## src/rtl/reg_slave_responder.sv

```systemverilog
// Register-bus responder: CTRL/STATUS/SCRATCH/ID registers, an RX byte FIFO
// with an active-low interrupt, and a single-byte TX holding register.
module reg_slave_responder #(
  parameter int unsigned RX_DEPTH = 16,
  parameter logic [7:0]  ID_VALUE = 8'hA5
) (
  input  logic       clk,
  input  logic       rst,
  input  logic [2:0] addr,
  input  logic       wr,
  input  logic [7:0] wr_data,
  input  logic       rd,
  output logic [7:0] rd_data,
  output logic       int_n,
  input  logic       rx_valid,
  input  logic [7:0] rx_data,
  output logic       tx_valid,
  output logic [7:0] tx_data,
  input  logic       tx_ready
);

  localparam int unsigned AW = $clog2(RX_DEPTH);
  localparam int unsigned CW = AW + 1;

  logic [7:0]    mem [RX_DEPTH];
  logic [AW-1:0] wr_ptr, rd_ptr;
  logic [CW-1:0] count, count_nxt;
  logic          en, int_en, ovf, tx_drop;
  logic [7:0]    scratch;

  logic          rd_eff, flush, pop, full, push, ovf_set;
  logic          tx_wr, tx_hs, tx_drop_set, tx_load;
  logic          en_nxt, int_en_nxt;
  logic [7:0]    rd_mux;

  always_comb begin
    rd_eff      = rd & ~wr;
    full        = (count == CW'(RX_DEPTH));
    flush       = wr && (addr == 3'd0) && wr_data[2];
    pop         = rd_eff && (addr == 3'd3) && (count != '0);
    // A pop frees a slot in the same cycle, so a push while full still lands.
    push        = rx_valid && en && !flush && (!full || pop);
    ovf_set     = rx_valid && en && !flush && full && !pop;
    tx_wr       = wr && (addr == 3'd4);
    tx_hs       = tx_valid && tx_ready;
    tx_load     = tx_wr && (!tx_valid || tx_hs);
    tx_drop_set = tx_wr && tx_valid && !tx_ready;
    en_nxt      = en;
    int_en_nxt  = int_en;
    if (wr && (addr == 3'd0)) begin
      en_nxt     = wr_data[0];
      int_en_nxt = wr_data[1];
    end
    if (flush) count_nxt = '0;
    else       count_nxt = count + CW'(push) - CW'(pop);
  end

  always_comb begin
    rd_mux = '0;
    case (addr)
      3'd0: rd_mux = {6'b0, int_en, en};
      3'd1: rd_mux = {3'b0, tx_drop, tx_valid, ovf, full, (count != '0)};
      3'd2: rd_mux = 8'(count);
      3'd3: rd_mux = (count != '0) ? mem[rd_ptr] : '0;
      3'd5: rd_mux = scratch;
      3'd6: rd_mux = ID_VALUE;
      default: rd_mux = '0;
    endcase
  end

  always_ff @(posedge clk) begin
    if (push) mem[wr_ptr] <= rx_data;
  end

  always_ff @(posedge clk) begin
    if (rst) begin
      wr_ptr   <= '0;
      rd_ptr   <= '0;
      count    <= '0;
      en       <= 1'b0;
      int_en   <= 1'b0;
      ovf      <= 1'b0;
      tx_drop  <= 1'b0;
      scratch  <= '0;
      rd_data  <= '0;
      int_n    <= 1'b1;
      tx_valid <= 1'b0;
      tx_data  <= '0;
    end else begin
      if (flush) begin
        wr_ptr <= '0;
        rd_ptr <= '0;
      end else begin
        if (push) wr_ptr <= wr_ptr + 1'b1;
        if (pop)  rd_ptr <= rd_ptr + 1'b1;
      end
      count  <= count_nxt;
      en     <= en_nxt;
      int_en <= int_en_nxt;
      int_n  <= ~(int_en_nxt & (count_nxt != '0));

      // Set takes priority over write-1-to-clear.
      if (ovf_set)                                 ovf <= 1'b1;
      else if (wr && (addr == 3'd1) && wr_data[2]) ovf <= 1'b0;
      if (tx_drop_set)                             tx_drop <= 1'b1;
      else if (wr && (addr == 3'd1) && wr_data[4]) tx_drop <= 1'b0;

      if (wr && (addr == 3'd5)) scratch <= wr_data;
      if (rd_eff) rd_data <= rd_mux;

      if (tx_load) begin
        tx_data  <= wr_data;
        tx_valid <= 1'b1;
      end else if (tx_hs) begin
        tx_valid <= 1'b0;
      end
    end
  end

endmodule
```

## config.mk

```make
export PLATFORM = sky130hd
export DESIGN_NAME = reg_slave_responder
export DESIGN_NICKNAME = d
export VERILOG_FILES = /design/src/rtl/reg_slave_responder.sv
export SDC_FILE = /design/constraint.sdc
export NUM_CORES = 1
export LEC_CHECK = 0
export CAP_MARGIN = 5
export CORE_ASPECT_RATIO = 1.1
export CORE_MARGIN = 4
export CORE_UTILIZATION = 52
export DETAILED_ROUTE_END_ITERATION = 16
export GPL_TIMING_DRIVEN = 0
export PLACE_DENSITY = 0.82
export SYNTH_ARGS = -nofsm -noshare
export SYNTH_HDL_FRONTEND = slang
export SYNTH_SLANG_ARGS = --single-unit
```

## constraint.sdc

```tcl
create_clock -name clk -period 3.4 [get_ports clk]
set_input_delay 0.51 -clock clk [delete_from_list [all_inputs] [get_ports clk]]
set_output_delay 0.51 -clock clk [all_outputs]
set_load 0.02 [all_outputs]
```

==> results.cfg, run 1 <==
[routing]
drt_iter0_markers = 544
postRouteAntennaNets = 0
firstDrtPassIters = 8
totalWireLength_mm = 16.1
post-route-drc-count = 0
post_drt_via_cell_ratio = 6.07
routedWlPerCell_um = 21.4
via_count = 4556

[sta]
finalSetupViolations = 0
layout_min_cycle_time_ps = 3210
fmax_ghz = 0.312
slew_viol_final = 0
slew-limit-headroom_pct = 37.9
worst_pin_slew_ps = 928
hold_violations = 0
rsz0062_at_grt = false
finalHoldWorstSlack_ps = 418
fin_crit_sh_pct = 94.3
fin_setup_tns_ps = 0
finalWorstSetupSlack_ps = 194
fin_skew_ps = 14.9

[floorplanning]
num_rows = 45
core_mm2 = 0.0139
dieArea_mm2 = 0.0162
die_x_um = 122
die_h_um = 133
io_pins = 43
start_util_pct = 53.3

[global_routing]
top_usage_layer = met2
grtUsageMet1_pct = 26.8
grtUsageMet3_pct = 4.80
grt_usage_pct = 20.7
met2_usage_pct = 34.1
grt_start_max_net_pins = 17
grt_overflow = 0
antenna_found_initial = 0
grt_first_pass_wirelength_mm = 25.0
grt_pass1_vias = 4472

[clock_network]
htreeDepth = 4
cts_hold_buf = 0
cts.path.max_buffers = 2
clk_latency_ps = 430
cts-root-buf = clkbuf_16
clk_pin_slew_ps = 60
cts_tree = yes
cts_buffers = 17
cts_sinks = 175

[critical_path]
crit_family = simple AND/OR/NAND/NOR gates
worstPathMaxFanout = 10
crit_start = count[3]
startpoint_type = flop
setup.worst_path.end_class = flop
arrival_ps = 3520
rr_startpoint = count[3]
path_class = flop to flop
crit_top_cell = ha_1
path_cells = inv_1 > ha_1 > or4b_1 > buf_6 > and2_2 > nand3_2 > o21ai_0 > ha_1 > fa_2 > a21oi_2 > o21bai_1 > xnor2_1 > a311o_1
cp_num_buf_inv = 2
crit_required_ps = 3710
max_stage_delay_ps = 470
cp_slowest_cell = or4b_1

[final_layout]
multi_input_area_mm2 = 0.00239
syn_to_final_growth_pct = 17.6
fin_nets = 586
drive_gt1_share_pct = 16.2
fill_cells = 971
seqCellArea_mm2 = 0.00478
diodes = 0

[synth]
synth_commonest_cells = edfxtp_1 (128), dfxtp_1 (47), nand2_1 (39)
synth.most_common_cell = edfxtp_1
ys_seq_elements = 175
synth-warning-count = 0
synth_cells = 491
synth.net_count = 527
synth_edf_count = 128
synthArstFlopShare_pct = 0
post-synth-top-area-fraction_pct = 51.9
ys_seq_area_share_pct = 64.6
synth_top_cell_by_area = edfxtp_1
synth_area_leaders = edfxtp_1 (52%), dfxtp_1 (13%), mux4_2 (7.6%)
synthDistinctLibCells = 60
netlist_area_mm2 = 0.00741
synthFlopType = edfxtp_1
syn_area_per_cell_um2 = 15.1

[place]
io_buffers = 39
routabilityCongestion = 0.848
hpwl_mm = 10.8
dp_slack_ps = -313

[run_status]
status = finished, final reports clean

[worst_hold_path]
hp-class = input pin to flop
min_from = wr_data[2]

[run]
maxCapViolCount = 0

[pwr]
leakagePower_nw = 2.84
ir_worst_vdd_uv = 331
powerDensity_mw_per_mm2 = 548
## stage by stage
| step | cells | utilization, % | total power [mW] | cell area [µm²] |
|---|---|---|---|---|
| final | 751 | 62.6 | 4.77 | 8710 |
| after CTS | 751 | 62.4 | 4.78 | 8680 |
| after global routing | 751 | 62.6 | 4.91 | 8710 |
| after floorplan | 491 | - | 2.58 | 7410 |
| after global placement | 718 | 57.8 | 2.68 | 8030 |
| after detailed placement | 719 | 57.8 | 2.69 | 8040 |
## report_power, final
part           leakage [nW]  total [mW]  internal, mW  switching [mW]
sequential             1.53        2.33          2.30          0.0232
combinational          1.00       0.328         0.134           0.194
clock                 0.306        2.12          1.31           0.808
total                  2.84        4.77          3.75            1.03
## per-layer routing
| layer | wire length [µm] | share of wire, % |
|---|---|---|
| met5 | 0 | 0 |
| met4 | 536 | 3.3 |
| met3 | 1190 | 7.4 |
| met2 | 8090 | 50 |
| met1 | 6290 | 39 |
## state kept, by name, indices dropped and copies added (netlist names), named ones only
name,cells
rd_ptr,4
tx_data,8
wr_ptr,4
en,1
tx_valid,1
count,5
int_n,1
scratch,8
rd_data,8
ovf,1
mem,128
int_en,1
tx_drop,1
## worst reg2reg max path, stage by stage (launching register included)
cell	delay [ps]
dfxtp_1	360
inv_1	100
ha_1	190
or4b_1	470
buf_6	170
and2_2	230
nand3_2	130
o21ai_0	100
ha_1	240
fa_2	370
a21oi_2	150
o21bai_1	90
xnor2_1	150
a311o_1	350
## logic make-up after synthesis
logic type	after synthesis	synth area share [%]
compound gates	78	7.26
xor+xnor	6	0.709
fa+ha+maj	11	1.96
buf+inv	35	3.58
flops	175	64.6
mux	46	12.0
simple gates	140	9.92
## cell type report
class | instances | area share, %
Buffer | 27 | 2.70
Clock inverter | 13 | 2.40
Sequential cell | 175 | 54.9
Tap cell | 188 | 2.70
Clock buffer | 19 | 4.97
Inverter | 8 | 0.345
Multi-Input combinational cell | 281 | 27.4
Timing Repair Buffer | 40 | 4.54
## layout by cell type (no fill, tap or decap), types with 5 or more instances in the layout
master and count:
nand2_1 39, nor2_1 28, buf_6 6, mux4_2 25, clkdlybuf4s50_1 39, buf_2 5
edfxtp_1 128, a21oi_1 33, nand2b_1 8, nor3_1 6, mux4_1 7, clkbuf_16 17
ha_1 10, mux2i_1 14, o21ai_0 5, inv_1 8, nor2b_1 8, nand3_1 17
clkbuf_1 8, nand4_1 5, dfxtp_1 47, bufinv_16 5, a22oi_1 8
## path summary, 6_finish.rpt
| check | end | slack [ps] | cells after the start |
|---|---|---|---|
| max | int_n | 190 | 13 |
| min | scratch[2] | 420 | 3 |
| max reg2reg | int_n | 190 | 13 |
| min reg2reg | tx_data[1] | 450 | 2 |
## timing repair
action | 4_1_cts | 5_1_grt
gates resized for setup | 0 | 5
setup endpoints to repair | 0 | 1
buffers inserted | 0 | 0
Power figures use the tool's default switching activity.
==> run 2, diff against run 1 <==
--- a/config.mk
+++ b/config.mk
@@ -11,7 +11,7 @@
 export CORE_UTILIZATION = 52
 export DETAILED_ROUTE_END_ITERATION = 16
 export GPL_TIMING_DRIVEN = 0
-export PLACE_DENSITY = 0.82
+export PLACE_DENSITY_LB_ADDON = 0.08
 export SYNTH_ARGS = -nofsm -noshare
 export SYNTH_HDL_FRONTEND = slang
 export SYNTH_SLANG_ARGS = --single-unit
==> results.cfg, run 2 (same netlist as run 1, synthesis figures left out) <==
[sta]
rsz0062_at_grt = false
fin_crit_sh_pct = 94.6
fin_setup_tns_ps = 0
fin_skew_ps = 10.3
layout_min_cycle_time_ps = 3220
fmax_ghz = 0.311
finalHoldWorstSlack_ps = 418
slew_viol_final = 0
slew-limit-headroom_pct = 37.5
finalSetupViolations = 0
worst_pin_slew_ps = 933
hold_violations = 0

[critical_path]
path_class = flop to flop
cp_slowest_cell = or4b_1
reg2regPathDepth = 13
crit_required_ps = 3710
r2r_slack_ps = 180
r2r_end = int_n
max_stage_delay_ps = 470
path_cells = inv_1 > ha_1 > or4b_1 > buf_6 > and2_2 > nand3_2 > o21ai_0 > ha_2 > fa_2 > a21oi_2 > o21bai_1 > xnor2_1 > a311o_1
worstPathMaxFanout = 10
rr_startpoint = count[3]
arrival_ps = 3530
startpoint_type = flop
setup.worst_path.end_class = flop

[run_status]
status = finished, final reports clean

[place]
routabilityCongestion = 0.897
io_buffers = 39
place_area_mm2 = 0.00805
placed_cells = 720
hpwl_mm = 11.1

[floorplanning]
num_rows = 45
die_h_um = 133
start_util_pct = 53.3
io_pins = 43
dieArea_mm2 = 0.0162
die_x_um = 122
core_mm2 = 0.0139

[clock_network]
cts_hold_buf = 0
cts.path.max_buffers = 2
post_cts_buffers = 0
cts_sinks = 175
cts-root-buf = clkbuf_16
cts_buffers = 17
htreeDepth = 4
cts-resized-gates = 0
clk_pin_slew_ps = 70
cts_tree = yes
clk_latency_ps = 430

[final_layout]
multi_input_area_mm2 = 0.00238
syn_to_final_growth_pct = 16.8
fill_cells = 1062
diodes = 0
final_common_cell = edfxtp_1
stdcell_area_mm2 = 0.00865
final_cells = 751
seqCellArea_mm2 = 0.00478
largest-register = mem
fin_nets = 587
layout_common_cells = edfxtp_1 (128), dfxtp_1 (47), nand2_1 (39), clkdlybuf4s50_1 (39), a21oi_1 (33)
largest_reg_flops = 128
drive_gt1_share_pct = 16.7

[routing]
firstDrtPassIters = 8
post-route-drc-count = 0
post_drt_via_cell_ratio = 5.83
drt_iter0_markers = 358
routedWlPerCell_um = 21.4
totalWireLength_mm = 16.1
via_count = 4381
postRouteAntennaNets = 0

[global_routing]
grt_usage_pct = 20.9
grt_overflow = 0
grt_start_max_net_pins = 17
grt_first_pass_wirelength_mm = 24.8
antenna_found_initial = 0
grt_pass1_vias = 4418

[pwr]
leakagePower_nw = 2.81
ir_worst_vdd_uv = 338
power.total_mw = 4.57
powerDensity_mw_per_mm2 = 528

[worst_hold_path]
hp-class = input pin to flop
min_path_cells = 3
min_to = scratch[2]
min_from = wr_data[2]

[run]
maxCapViolCount = 0
-- run 2: how the worst max path moves through the flow --
stage                     startpoint  slack (ps)   endpoint
final                       count[3]         180      int_n
after global placement            wr        -310  mem[2][4]
after CTS                   count[3]           9      int_n
after global routing        count[2]          60      int_n
after detailed placement          wr        -290  mem[1][5]
after floorplan             count[3]         440      int_n
-- run 2: metal layers --
layer / share of wire, % / up-vias / wire [µm] / track usage [%]
met4: 4.1 / 0 / 655 / 10.9
met1: 41 / 2166 / 6670 / 26.4
met5: 0 / - / 0 / 0
li1: - / 2020 / - / -
met2: 50 / 154 / 8000 / 34.0
met3: 4.8 / 41 / 779 / 4.33
-- run 2: worst max-delay path, delay by kind of cell, from the launching register on --
kind	cells	cell delay [ps]
DFF	1	360
adders and majority gates	3	780
xor gates and xnor gates	1	150
and+or+nand+nor	3	830
AOI/OAI and AO/OA	4	710
buffers and inverters	2	270
-- run 2: cell type report --
cell class / instances / area share, %
Multi-Input combinational cell: 281 / 27.6
Clock buffer: 17 / 4.92
Timing Repair Buffer: 41 / 4.63
Inverter: 8 / 0.347
Sequential cell: 175 / 55.3
Buffer: 27 / 2.72
Clock inverter: 14 / 1.84
Tap cell: 188 / 2.72
-- run 2: through the flow --
stage               util, %  worst slack (ps)
finish                 62.2               183
CTS                    62.1              9.40
global route           62.2              63.6
detailed placement     57.9              -293
global placement       57.8              -307
floorplan                 -               436
-- run 2: report_power, final --
| group | total [mW] | switching, mW | internal [mW] |
|---|---|---|---|
| clock | 1.91 | 0.820 | 1.09 |
| combinational | 0.326 | 0.192 | 0.134 |
| sequential | 2.33 | 0.0235 | 2.30 |
| total | 4.57 | 1.04 | 3.53 |
==> run 3, diff against run 2 <==
--- a/config.mk
+++ b/config.mk
@@ -6,9 +6,11 @@
 export NUM_CORES = 1
 export LEC_CHECK = 0
 export CAP_MARGIN = 5
+export CELL_PAD_IN_SITES_DETAIL_PLACEMENT = 0
+export CELL_PAD_IN_SITES_GLOBAL_PLACEMENT = 1
 export CORE_ASPECT_RATIO = 1.1
 export CORE_MARGIN = 4
-export CORE_UTILIZATION = 52
+export CORE_UTILIZATION = 50
 export DETAILED_ROUTE_END_ITERATION = 16
 export GPL_TIMING_DRIVEN = 0
 export PLACE_DENSITY_LB_ADDON = 0.08
==> results.cfg, run 3 (same netlist as run 1, synthesis figures left out) <==
[routing]
post_drt_via_cell_ratio = 5.70
totalWireLength_mm = 16.3
routedWlPerCell_um = 21.5
post-route-drc-count = 0
via_count = 4310
firstDrtPassIters = 4
postRouteAntennaNets = 0
drt_iter0_markers = 287

[floorplanning]
die_h_um = 136
core_mm2 = 0.0144
dieArea_mm2 = 0.0168
io_pins = 43
start_util_pct = 51.3
num_rows = 46
die_x_um = 124

[critical_path]
cp_slowest_cell = or4b_1
path_cells = inv_1 > ha_1 > or4b_1 > buf_6 > and2_2 > nand3_2 > o21ai_1 > ha_2 > fa_1 > a21oi_1 > o21bai_1 > xnor2_1 > a311o_1
r2r_end = int_n
reg2regPathDepth = 13
cp_num_buf_inv = 2
rr_startpoint = count[3]
max_stage_delay_ps = 470
startpoint_type = flop
worstPathMaxFanout = 10
arrival_ps = 3570
r2r_slack_ps = 150
crit_start = count[3]
crit_family = simple AND/OR/NAND/NOR gates
cp.depth = 13
setup.worst_path.end_class = flop
path_class = flop to flop
crit_required_ps = 3720

[pwr]
combPwrFrac_pct = 7.3
switching_share_pct = 24.1
leakagePower_nw = 2.80
powerDensity_mw_per_mm2 = 519
p_seq_share_pct = 52.0
power_frac_clock_pct = 40.7
p_sw_mw = 1.08
ir_worst_vdd_uv = 322
p_int_mw = 3.40

[clock_network]
clk_latency_ps = 430
cts-root-buf = clkbuf_16
cts_sinks = 175
cts.path.max_buffers = 2
htreeDepth = 4
cts_hold_buf = 0
cts_buffers = 17
post_cts_buffers = 0
cts_tree = yes
clk_pin_slew_ps = 70
cts-resized-gates = 1

[global_routing]
antenna_found_initial = 0
grt_start_max_net_pins = 18
grt_pass1_vias = 4439
grt_overflow = 0
grt_first_pass_wirelength_mm = 25.4
grt_usage_pct = 20.8

[run]
maxCapViolCount = 0

[final_layout]
stdcell_area_mm2 = 0.00862
seqCellArea_mm2 = 0.00478
largest-register = mem
fill_cells = 1139
syn_to_final_growth_pct = 16.4
final_common_cell = edfxtp_1
largest_reg_flops = 128
layout_common_cells = edfxtp_1 (128), dfxtp_1 (47), nand2_1 (39), clkdlybuf4s50_1 (39), a21oi_1 (34)
utilization_pct = 59.7
diodes = 0
multi_input_area_mm2 = 0.00238
fin_nets = 587
drive_gt1_share_pct = 16.3

[place]
place_area_mm2 = 0.00806
io_buffers = 39
routabilityCongestion = 0.844
hpwl_mm = 11.3

[sta]
fin_setup_tns_ps = 0
slew_viol_final = 0
finalSetupViolations = 0
fin_crit_sh_pct = 95.7
fin_skew_ps = 9.63
fmax_ghz = 0.307
slew-limit-headroom_pct = 36.3
rsz0062_at_grt = false
worst_pin_slew_ps = 952
hold_violations = 0
layout_min_cycle_time_ps = 3250

[worst_hold_path]
min_to = scratch[2]
min_from = wr_data[2]
hp-class = input pin to flop
min_path_cells = 3

[run_status]
status = finished, final reports clean
[run 3: through the flow]
stage / hold WS (ps) / setup slack (ps) / power, mW / std cells
after floorplan: 434 / 436 / 2.58 / 491
after global placement: 444 / -307 / 2.70 / 722
after detailed placement: 449 / -349 / 2.70 / 724
after CTS: 402 / 31.8 / 4.50 / 756
after global routing: 425 / 7.70 / 4.65 / 756
final: 421 / 147 / 4.48 / 756
[run 3: worst max-delay path by stage]
stage	to
finish	int_n
detailed placement	int_n
global route	int_n
floorplan	int_n
global placement	mem[1][5]
CTS	int_n
[run 3: power groups by stage]
| stage | clock, mW | sequential (mW) | combinational [mW] |
|---|---|---|---|
| after global routing | 1.96 | 2.33 | 0.360 |
| final | 1.82 | 2.33 | 0.329 |
| after CTS | 1.84 | 2.33 | 0.332 |
| after global placement | 0 | 2.37 | 0.322 |
| after detailed placement | 0 | 2.37 | 0.330 |
| after floorplan | 0 | 2.37 | 0.205 |
[run 3: metal layers]
layer	GRT usage [%]	part of all wire (%)
met1	26.7	41
met2	34.3	51
met3	5.14	5.1
met4	8.03	2.5
met5	0	0
[run 3: cell type report]
cell class / instances / area share (%)
flip-flops and latches: 175 / 55.5
multi-input cells: 281 / 27.6
clock buffers: 18 / 4.98
repair buffers: 41 / 4.70
well taps: 192 / 2.79
plain buffers: 27 / 2.73
clock inverters: 14 / 1.41
inverters: 8 / 0.348
[run 3: tightest hold or removal path: stages]
cell and delay, ps:
buf_2 160, nand2_1 80, a21oi_1 50
